### config.mk
export PLATFORM = sky130hd
export DESIGN_NAME = fold_stream_ctrl
export DESIGN_NICKNAME = d
export VERILOG_FILES = /design/src/rtl/fold_stream_ctrl_pkg.sv /design/src/rtl/fold_stream_ctrl_canon_sub.sv /design/src/rtl/fold_stream_ctrl.sv
export SDC_FILE = /design/constraint.sdc
export NUM_CORES = 1
export LEC_CHECK = 0
export BUFFER_PORTS_ARGS = -buffer_cell sky130_fd_sc_hd__buf_2
export CAP_MARGIN = 15
export CORE_UTILIZATION = 30
export DETAILED_ROUTE_END_ITERATION = 16
export HOLD_SLACK_MARGIN = 0.02
export SYNTH_ARGS = -nofsm -noshare
export SYNTH_HDL_FRONTEND = slang
export SYNTH_SLANG_ARGS = --single-unit
export TNS_END_PERCENT = 100
### constraint.sdc
create_clock -name clk -period 3.9 [get_ports clk]
set_clock_uncertainty 0.2 [all_clocks]
set_input_delay 0.585 -clock clk [delete_from_list [all_inputs] [get_ports clk]]
set_output_delay 0.585 -clock clk [all_outputs]
set_load 0.1 [all_outputs]
### src/rtl/fold_stream_ctrl_pkg.sv
// Shared definitions for the folding-reducer stream controller:
// fold split point, default modulus, datapath width and FSM states.
package fold_stream_ctrl_pkg;

    localparam int DATAWIDTH    = 16;
    localparam int FOLD_SPLIT   = 13;
    localparam int MODQ_DEFAULT = (1 << FOLD_SPLIT) - 1;

    typedef enum logic [1:0] {
        ST_IDLE  = 2'd0,
        ST_RUN   = 2'd1,
        ST_DRAIN = 2'd2,
        ST_DONE  = 2'd3
    } fsc_state_e;

endpackage

### src/rtl/fold_stream_ctrl_canon_sub.sv
// Combinational conditional subtract that brings a folded value into [0, MODQ-1].
// A single subtract is enough because folded values never reach 2*MODQ.
module canon_sub
    import fold_stream_ctrl_pkg::*;
#(
    parameter int DW   = DATAWIDTH,
    parameter int MODQ = MODQ_DEFAULT
) (
    input  logic [DW-1:0] din,
    output logic [DW-1:0] dout
);

    localparam logic [DW-1:0] MODQ_W = DW'(MODQ);

    always_comb begin
        dout = (din >= MODQ_W) ? (din - MODQ_W) : din;
    end

endmodule

### src/rtl/fold_stream_ctrl.sv
// Streams LEN coefficients from RAM through the 1-cycle folding reducer and
// writes the (optionally canonicalised) results back in place.
module fold_stream_ctrl
    import fold_stream_ctrl_pkg::*;
#(
    parameter int DW    = DATAWIDTH,
    parameter int AW    = 8,
    parameter int MODQ  = MODQ_DEFAULT,
    parameter int CANON = 1
) (
    input  logic          clk,
    input  logic          rst_n,
    input  logic          start,
    input  logic [AW-1:0] base,
    input  logic [AW:0]   len,
    output logic          rd_en,
    output logic [AW-1:0] rd_addr,
    input  logic [DW-1:0] rd_data,
    output logic [DW-1:0] c_out,
    output logic          en_out,
    input  logic [DW-1:0] e_in,
    input  logic          rdy_in,
    output logic          wr_en,
    output logic [AW-1:0] wr_addr,
    output logic [DW-1:0] wr_data,
    output logic          busy,
    output logic          done,
    output logic          err
);

    fsc_state_e    state_q, state_d;
    logic [AW:0]   len_q, len_d;
    logic [AW:0]   rd_cnt_q, rd_cnt_d;
    logic [AW:0]   wr_cnt_q, wr_cnt_d;
    logic [AW:0]   outst_q, outst_d;
    logic [AW-1:0] addr_q, addr_d;
    logic [AW-1:0] pipe1_q, pipe1_d;
    logic [AW-1:0] pipe2_q, pipe2_d;
    logic          en_q, en_d;
    logic          err_q, err_d;

    logic          run;
    logic          busy_w;
    logic          wr_fire;
    logic [DW-1:0] wr_val;

    if (CANON != 0) begin : g_canon
        canon_sub #(
            .DW   (DW),
            .MODQ (MODQ)
        ) u_canon_sub (
            .din  (e_in),
            .dout (wr_val)
        );
    end else begin : g_raw
        assign wr_val = e_in;
    end

    always_comb begin
        state_d  = state_q;
        len_d    = len_q;
        rd_cnt_d = rd_cnt_q;
        addr_d   = addr_q;

        run     = (state_q == ST_RUN);
        busy_w  = run || (state_q == ST_DRAIN);
        // A result is only accepted when an element is actually in flight.
        wr_fire = rdy_in && busy_w && (outst_q != '0);
        err_d   = err_q | (rdy_in & ~wr_fire);

        wr_cnt_d = wr_cnt_q + (AW+1)'(wr_fire);
        outst_d  = outst_q + (AW+1)'(en_q) - (AW+1)'(wr_fire);
        en_d     = run;
        pipe1_d  = run ? addr_q : '0;
        pipe2_d  = pipe1_q;

        case (state_q)
            ST_IDLE: begin
                if (start) begin
                    len_d    = len;
                    addr_d   = base;
                    rd_cnt_d = '0;
                    wr_cnt_d = '0;
                    outst_d  = '0;
                    state_d  = (len == '0) ? ST_DONE : ST_RUN;
                end
            end
            ST_RUN: begin
                addr_d   = addr_q + 1'b1;
                rd_cnt_d = rd_cnt_q + 1'b1;
                if ((rd_cnt_q + 1'b1) == len_q) begin
                    state_d = ST_DRAIN;
                end
            end
            ST_DRAIN: begin
                if (wr_cnt_d == len_q) begin
                    state_d = ST_DONE;
                end
            end
            ST_DONE: begin
                state_d = ST_IDLE;
            end
            default: begin
                state_d = ST_IDLE;
            end
        endcase
    end

    always_ff @(posedge clk or negedge rst_n) begin
        if (!rst_n) begin
            state_q  <= ST_IDLE;
            len_q    <= '0;
            rd_cnt_q <= '0;
            wr_cnt_q <= '0;
            outst_q  <= '0;
            addr_q   <= '0;
            pipe1_q  <= '0;
            pipe2_q  <= '0;
            en_q     <= 1'b0;
            err_q    <= 1'b0;
        end else begin
            state_q  <= state_d;
            len_q    <= len_d;
            rd_cnt_q <= rd_cnt_d;
            wr_cnt_q <= wr_cnt_d;
            outst_q  <= outst_d;
            addr_q   <= addr_d;
            pipe1_q  <= pipe1_d;
            pipe2_q  <= pipe2_d;
            en_q     <= en_d;
            err_q    <= err_d;
        end
    end

    // Data outputs are gated by their strobes so everything reads 0 in reset.
    always_comb begin
        rd_en   = run;
        rd_addr = run ? addr_q : '0;
        en_out  = en_q;
        c_out   = en_q ? rd_data : '0;
        wr_en   = wr_fire;
        wr_addr = pipe2_q;
        wr_data = wr_fire ? wr_val : '0;
        busy    = busy_w;
        done    = (state_q == ST_DONE);
        err     = err_q;
    end

endmodule
-- Word-level counts from Yosys, hierarchy flattened
Index checks and enable logic that the tools add are counted.
- add/sub/neg operators: 6
- $lt $le $gt $ge: 1
- equality and inequality tests: 8
- mux-type cells: 17
- bitwise logic cells: 3
- reduce and logical (&&, ||, !) cells: 10
- operators by type and width (operator ; count):
    $mux W16 ; 3
    $mux W9 ; 5
    $add A9 B1 Y9 ; 2
    $eq A9 B9 Y1 ; 2
    $pmux W9 S2 ; 1
    $ge A16 B13 Y1 const B ; 1
    $mux W8 ; 2
    $pmux W8 S2 ; 1
    $sub A16 B13 Y16 const B ; 1
    $add A9 B1 Y9 const B ; 1
    $logic_not A9 Y1 ; 1
    $reduce_bool A9 Y1 ; 1
    $sub A9 B1 Y9 ; 1
    $add A8 B1 Y8 const B ; 1
    $mux W2 ; 4
    $pmux W2 S4 ; 1
    $eq A2 B2 Y1 const B ; 2
    $ne A2 B1 Y1 const B ; 2
    $reduce_and A2 Y1 ; 2
    $reduce_and A3 Y1 ; 1
    $eq A2 B1 Y1 const B ; 1
    $logic_and A1 B1 Y1 ; 2
    $logic_not A2 Y1 ; 1
    $ne A2 B2 Y1 const B ; 1
    other kinds (5) ; 5
- register bits after elaboration: 64
- input port bits: 53
- output and inout port bits: 54
- word-level logic and storage cells: 55

-- Longest topological paths before layout
- depth in word-level cells: 8
- gate-level depth with buffers: 17
- depth with buffers taken out: 17

-- By module
Synthesis repeated with hierarchy kept, for this count alone.
- cell total of the unflattened synthesis: 470
- area total of the unflattened synthesis: 4185.3 µm²
- by module, submodules not included (module ; times used ; cells each ; area each (µm²)):
    fold_stream_ctrl ; 1 ; 413 ; 3776.1
    canon_sub ; 1 ; 57 ; 409.1

-- Worst setup path after synthesis
No wires, ideal clock.
- path type: register to output
- start: register state_q[0]
- end: output wr_data[2]
- arrival: 3.898 ns
- required time: 3.115 ns
- path slack: -0.783 ns
- cell stages (with the launch flop): 5
- path buffers: 0
- cell sequence: dfrtp_1 -> inv_1 -> ha_1 -> o311ai_1 -> nor3_1
- cells in the longest elaborated chain, start to end: 5
- elaborated cells between the ends (all ways): 6
- RTL lines (element ; RTL line ; text):
    from (decl) ; fold_stream_ctrl.sv:31 ; fsc_state_e state_q, state_d;
    from (signal assigned) ; fold_stream_ctrl.sv:122 ; state_q <= state_d;
    $eq A2 B1 Y1 or $eq A2 B2 Y1 (tied branches) ; fold_stream_ctrl.sv:65, fold_stream_ctrl.sv:66 ;
    $logic_or A1 B1 Y1 (*) ; fold_stream_ctrl.sv:66 ; busy_w = run || (state_q == ST_DRAIN);
    net busy ; fold_stream_ctrl.sv:26 ; output logic busy,
    $logic_and A1 B1 Y1 (*) (2 in a row) ; fold_stream_ctrl.sv:68 ; wr_fire = rdy_in && busy_w && (outst_q != '0);
    $mux W16 (*) ; fold_stream_ctrl.sv:143 ; wr_data = wr_fire ? wr_val : '0;
    to (decl) ; fold_stream_ctrl.sv:25 ; output logic [DW-1:0] wr_data,
The timed path passes the listed nets; every way through them passes the cells marked *.

-- Worst setup path in the final report
- start: input e_in[3]
- end: output wr_data[5]
- cells in the longest elaborated chain, start to end: 3
- elaborated cells between the ends (all ways): 4
- RTL lines (element ; RTL line ; text):
    from (decl) ; fold_stream_ctrl.sv:21 ; input logic [DW-1:0] e_in,
    $sub A16 B13 Y16 or $ge A16 B13 Y1 (tied branches) ; fold_stream_ctrl_canon_sub.sv:16 ; dout = (din >= MODQ_W) ? (din - MODQ_W) : din;
    $mux W16 (*) ; fold_stream_ctrl_canon_sub.sv:16 ;
    $mux W16 (*) ; fold_stream_ctrl.sv:143 ;
Every way passes the cells marked *; elsewhere a longest branch is shown, timed or not.

==> results.txt <==
The cell sitting at the root of the clock tree is a clkbuf_16. Setup repair after global routing left no endpoint under its margin. Number of different library cells in the post-synthesis netlist: 59. Clock tree synthesis found a total of 64 sinks. For the H-tree depth, the log shows 3. Counting every net in the synthesized netlist gives 525. Setup violations remaining at the end of the flow were counted as 0.

After clock tree synthesis, the clock-pin slew on the worst setup and hold paths is 0.06 ns. Hold violation total from the final report: 0. Counting instances in the post-synthesis netlist gives the leading cell types as dfrtp_1, nand2_1, nor2_1. The flow ran to the end, and the final reports show no timing, DRC or antenna violations. Summed over all nets, wire length on met2 after detailed routing comes to 4750 µm. Counting stages on the worst path, the most repeated cell is buf_2.

After clock tree synthesis, the repair step resized 0 gates. The tools report the final net count as 630. Yosys attributes the largest share of cell area to dfrtp_1, ha_1, xnor2_1. The first global-routing pass estimated 17000 µm of wire. The synthesized design spends more area on one cell type than any other, namely dfrtp_1. The tools report the required time of the critical path as 3.12 ns. With fillers left out, the area of the finished cells amounts to 0.00503 mm². The die is 117 µm tall. The final layout contains routed wiring with a total length of 10000 µm. In this design, the stage delay of the slowest critical-path cell is 0.44 ns. Input and output buffers added on the ports amount to 106.

Path type of the worst min-delay path: in -> async. The share of synthesized area occupied by flip-flops and latches is 0.400. In this run the worst path has a maximum fanout of 6.

The global placer's final weighted congestion was 0.868. Summed over all nets, wire length on met3 after detailed routing comes to 528 µm. The tools report the number of clock buffers inserted by TritonCTS as 9. The tools report the endpoint type of the worst setup path as an output pin. Based on the critical path, the design can be clocked at up to 291 MHz. The final routed DRC violation total was 0; the number of rows created at floorplan was 41.

The maximum buffer depth of the clock tree is 2. For this block, the via count after detailed routing is 3596. The worst slew margin relative to its limit is 0.475, and the die width is 117 µm. The highest layer touched by signal routing is met4. For the number of maximum-capacitance constraint violations, the log shows 0. For this design the top-level I/O count stands at 107.

Share of Yosys cell area claimed by the top area cell type: 0.400. The aggregate global-route resource usage was 0.152; the share of async-settable or async-resettable flops after synthesis was 1.00. The minimum clock period is 3.44 ns. From synthesis to final layout, the design area changed by 25.7%. The die covers 0.0138 mm². The run gives 0.312 as the initial core utilization. Once detail routing completed, the nets flagged for antenna violations numbered 0. Dominant cell by count in the synthesized netlist: dfrtp_1. Dividing the detail-routed wire length by the instance count gives 13.7 µm.

Dividing the synthesized area by the synthesized cell count gives 8.89 µm². The pre-antenna-repair detailed-routing pass consisted of 4 iterations. TritonCTS built the clock tree. The count of flip-flops with a built-in enable after synthesis works out to 0.

STA classifies the critical path startpoint as a primary input. In the synthesized netlist the dominant register cell turns out to be dfrtp_1. Walking the worst path, the cells encountered are buf_2 -> and4_1 -> nand4_1 -> o21ai_1 -> nand2b_1 -> or3_1 -> a21oi_1 -> buf_2. The buffers plus inverters on the worst setup path is 2, and the number of violations reported at the end of detailed-routing iteration 0 is 140.

Summed over all layers, the global routing overflow is 0. The number of flip-flops and latches in the synthesized netlist is 64, and the area of placed instances is 0.00473 mm². The routed metal-1 wire length was 4530 µm; the slew at the pin closest to its max-slew limit was 0.779 ns.

The instance count of the mapped netlist came out at 450. The worst setup path is of the in -> out kind. In this run the cell area of the synthesized design comes to 0.00400 mm².

The pin count of the biggest net entering global routing was 42. 0 antenna diodes ended up in the layout. The part of the cycle the worst path needs is 0.882, and the number of global-route vias before repair is 3546. The tools report the number of antenna violations at the first check in global routing as 0. The tools report the number of pins with negative max-slew slack in the final report as 0.

For the worst setup path, the data arrival time is 2.65 ns. The clock latency at the later pin of the worst-skew pair is 0.33 ns, and the synthesis warning total is 0. The buffer count from post-CTS setup fixing is 0. Among cell families on the critical path, the largest total delay comes from simple AND/OR/NAND/NOR gates. The HPWL reported at the end of detailed placement was 7550 µm; the fraction of layout cells with a size suffix above 1 was 0.252.

Dividing the detail-routed via count by the number of cells gives 4.91. The slowest stage of the critical path is the buf_2 cell. Hold repair after CTS inserted 0 buffers. The core region is 0.0128 mm².
-- flip-flops by register name, indices dropped and copies added, names as in the netlist --
| register | count |
|---|---|
| pipe1_q | 8 |
| addr_q | 8 |
| en_out | 1 |
| wr_cnt_q | 9 |
| len_q | 9 |
| outst_q | 9 |
| wr_addr | 8 |
| state_q | 2 |
| err | 1 |
| rd_cnt_q | 9 |
-- cell usage in the layout, fill, tap and decap left out, types with 2 or more instances in the layout --
master / n
nor2_1: 51
and2_1: 27
nand3_1: 19
ha_1: 20
o21ai_0: 25
o22ai_1: 3
xnor2_1: 24
nor3_1: 6
o31ai_1: 8
o22a_1: 2
inv_1: 21
dfrtp_1: 64
and4_1: 3
or3_1: 3
nand2_1: 51
nand2b_1: 4
buf_4: 5
mux2i_1: 5
clkbuf_16: 9
xor2_1: 18
a22o_1: 2
nor4_1: 2
a21oi_1: 19
o41a_1: 2
buf_2: 106
a32o_1: 2
a21o_1: 2
nor2b_1: 5
clkinvlp_4: 3
nand4_1: 7
and3_1: 7
inv_6: 2
-- area by class of cell --
type | count | area [µm²]
Clock buffer | 9 | 225
Multi-Input combinational cell | 347 | 2260
Fill cell | 1289 | 7790
Clock inverter | 7 | 78.8
Timing Repair Buffer | 111 | 568
Inverter | 22 | 82.6
Sequential cell | 64 | 1600
Tap cell | 172 | 215
-- kinds of logic after synthesis --
family | count (synthesis) | synth area share
flops | 64 | 0.400
fa+ha+maj | 22 | 0.0707
buf+inv | 39 | 0.0400
compound gates | 83 | 0.139
xor+xnor | 42 | 0.0919
mux | 6 | 0.0153
simple gates | 194 | 0.243
-- metrics by stage --
stage	utilization	hold WS (ns)	setup TNS [ns]	setup WS, ns	instances
after global routing	0.392	0.0733	0	0.207	732
after global placement	0.369	0.133	0	0.568	716
final	0.392	0.0378	0	0.462	732
after detailed placement	0.369	0.135	0	0.474	716
after floorplan	-	0.0894	-0.290	-0.184	450
after CTS	0.392	0.0569	0	0.475	732
-- layer usage --
layer,GRT usage,vias up
li1,-,1761
met3,0.0402,14
met5,0,-
met4,0.0537,0
met2,0.249,124
met1,0.192,1697
-- worst paths after layout --
path	startpoint	to	slack, ns	cells after the start
max	e_in[3]	wr_data[5]	0.46	8
min	rst_n	wr_cnt_q[6]$_DFF_PN0_	0.04	1
max in group asynchronous	rst_n	addr_q[1]$_DFFE_PN0P_	2.54	2
min in group clk	pipe1_q[2]$_DFF_PN0_	wr_addr[2]$_DFF_PN0_	0.15	0
max reg2reg	outst_q[7]$_DFF_PN0_	outst_q[8]$_DFF_PN0_	0.50	17
min reg2reg	pipe1_q[2]$_DFF_PN0_	wr_addr[2]$_DFF_PN0_	0.15	0
Power is not shown: default switching activity piles up to over one toggle a cycle in this logic, so the estimate is an artifact.
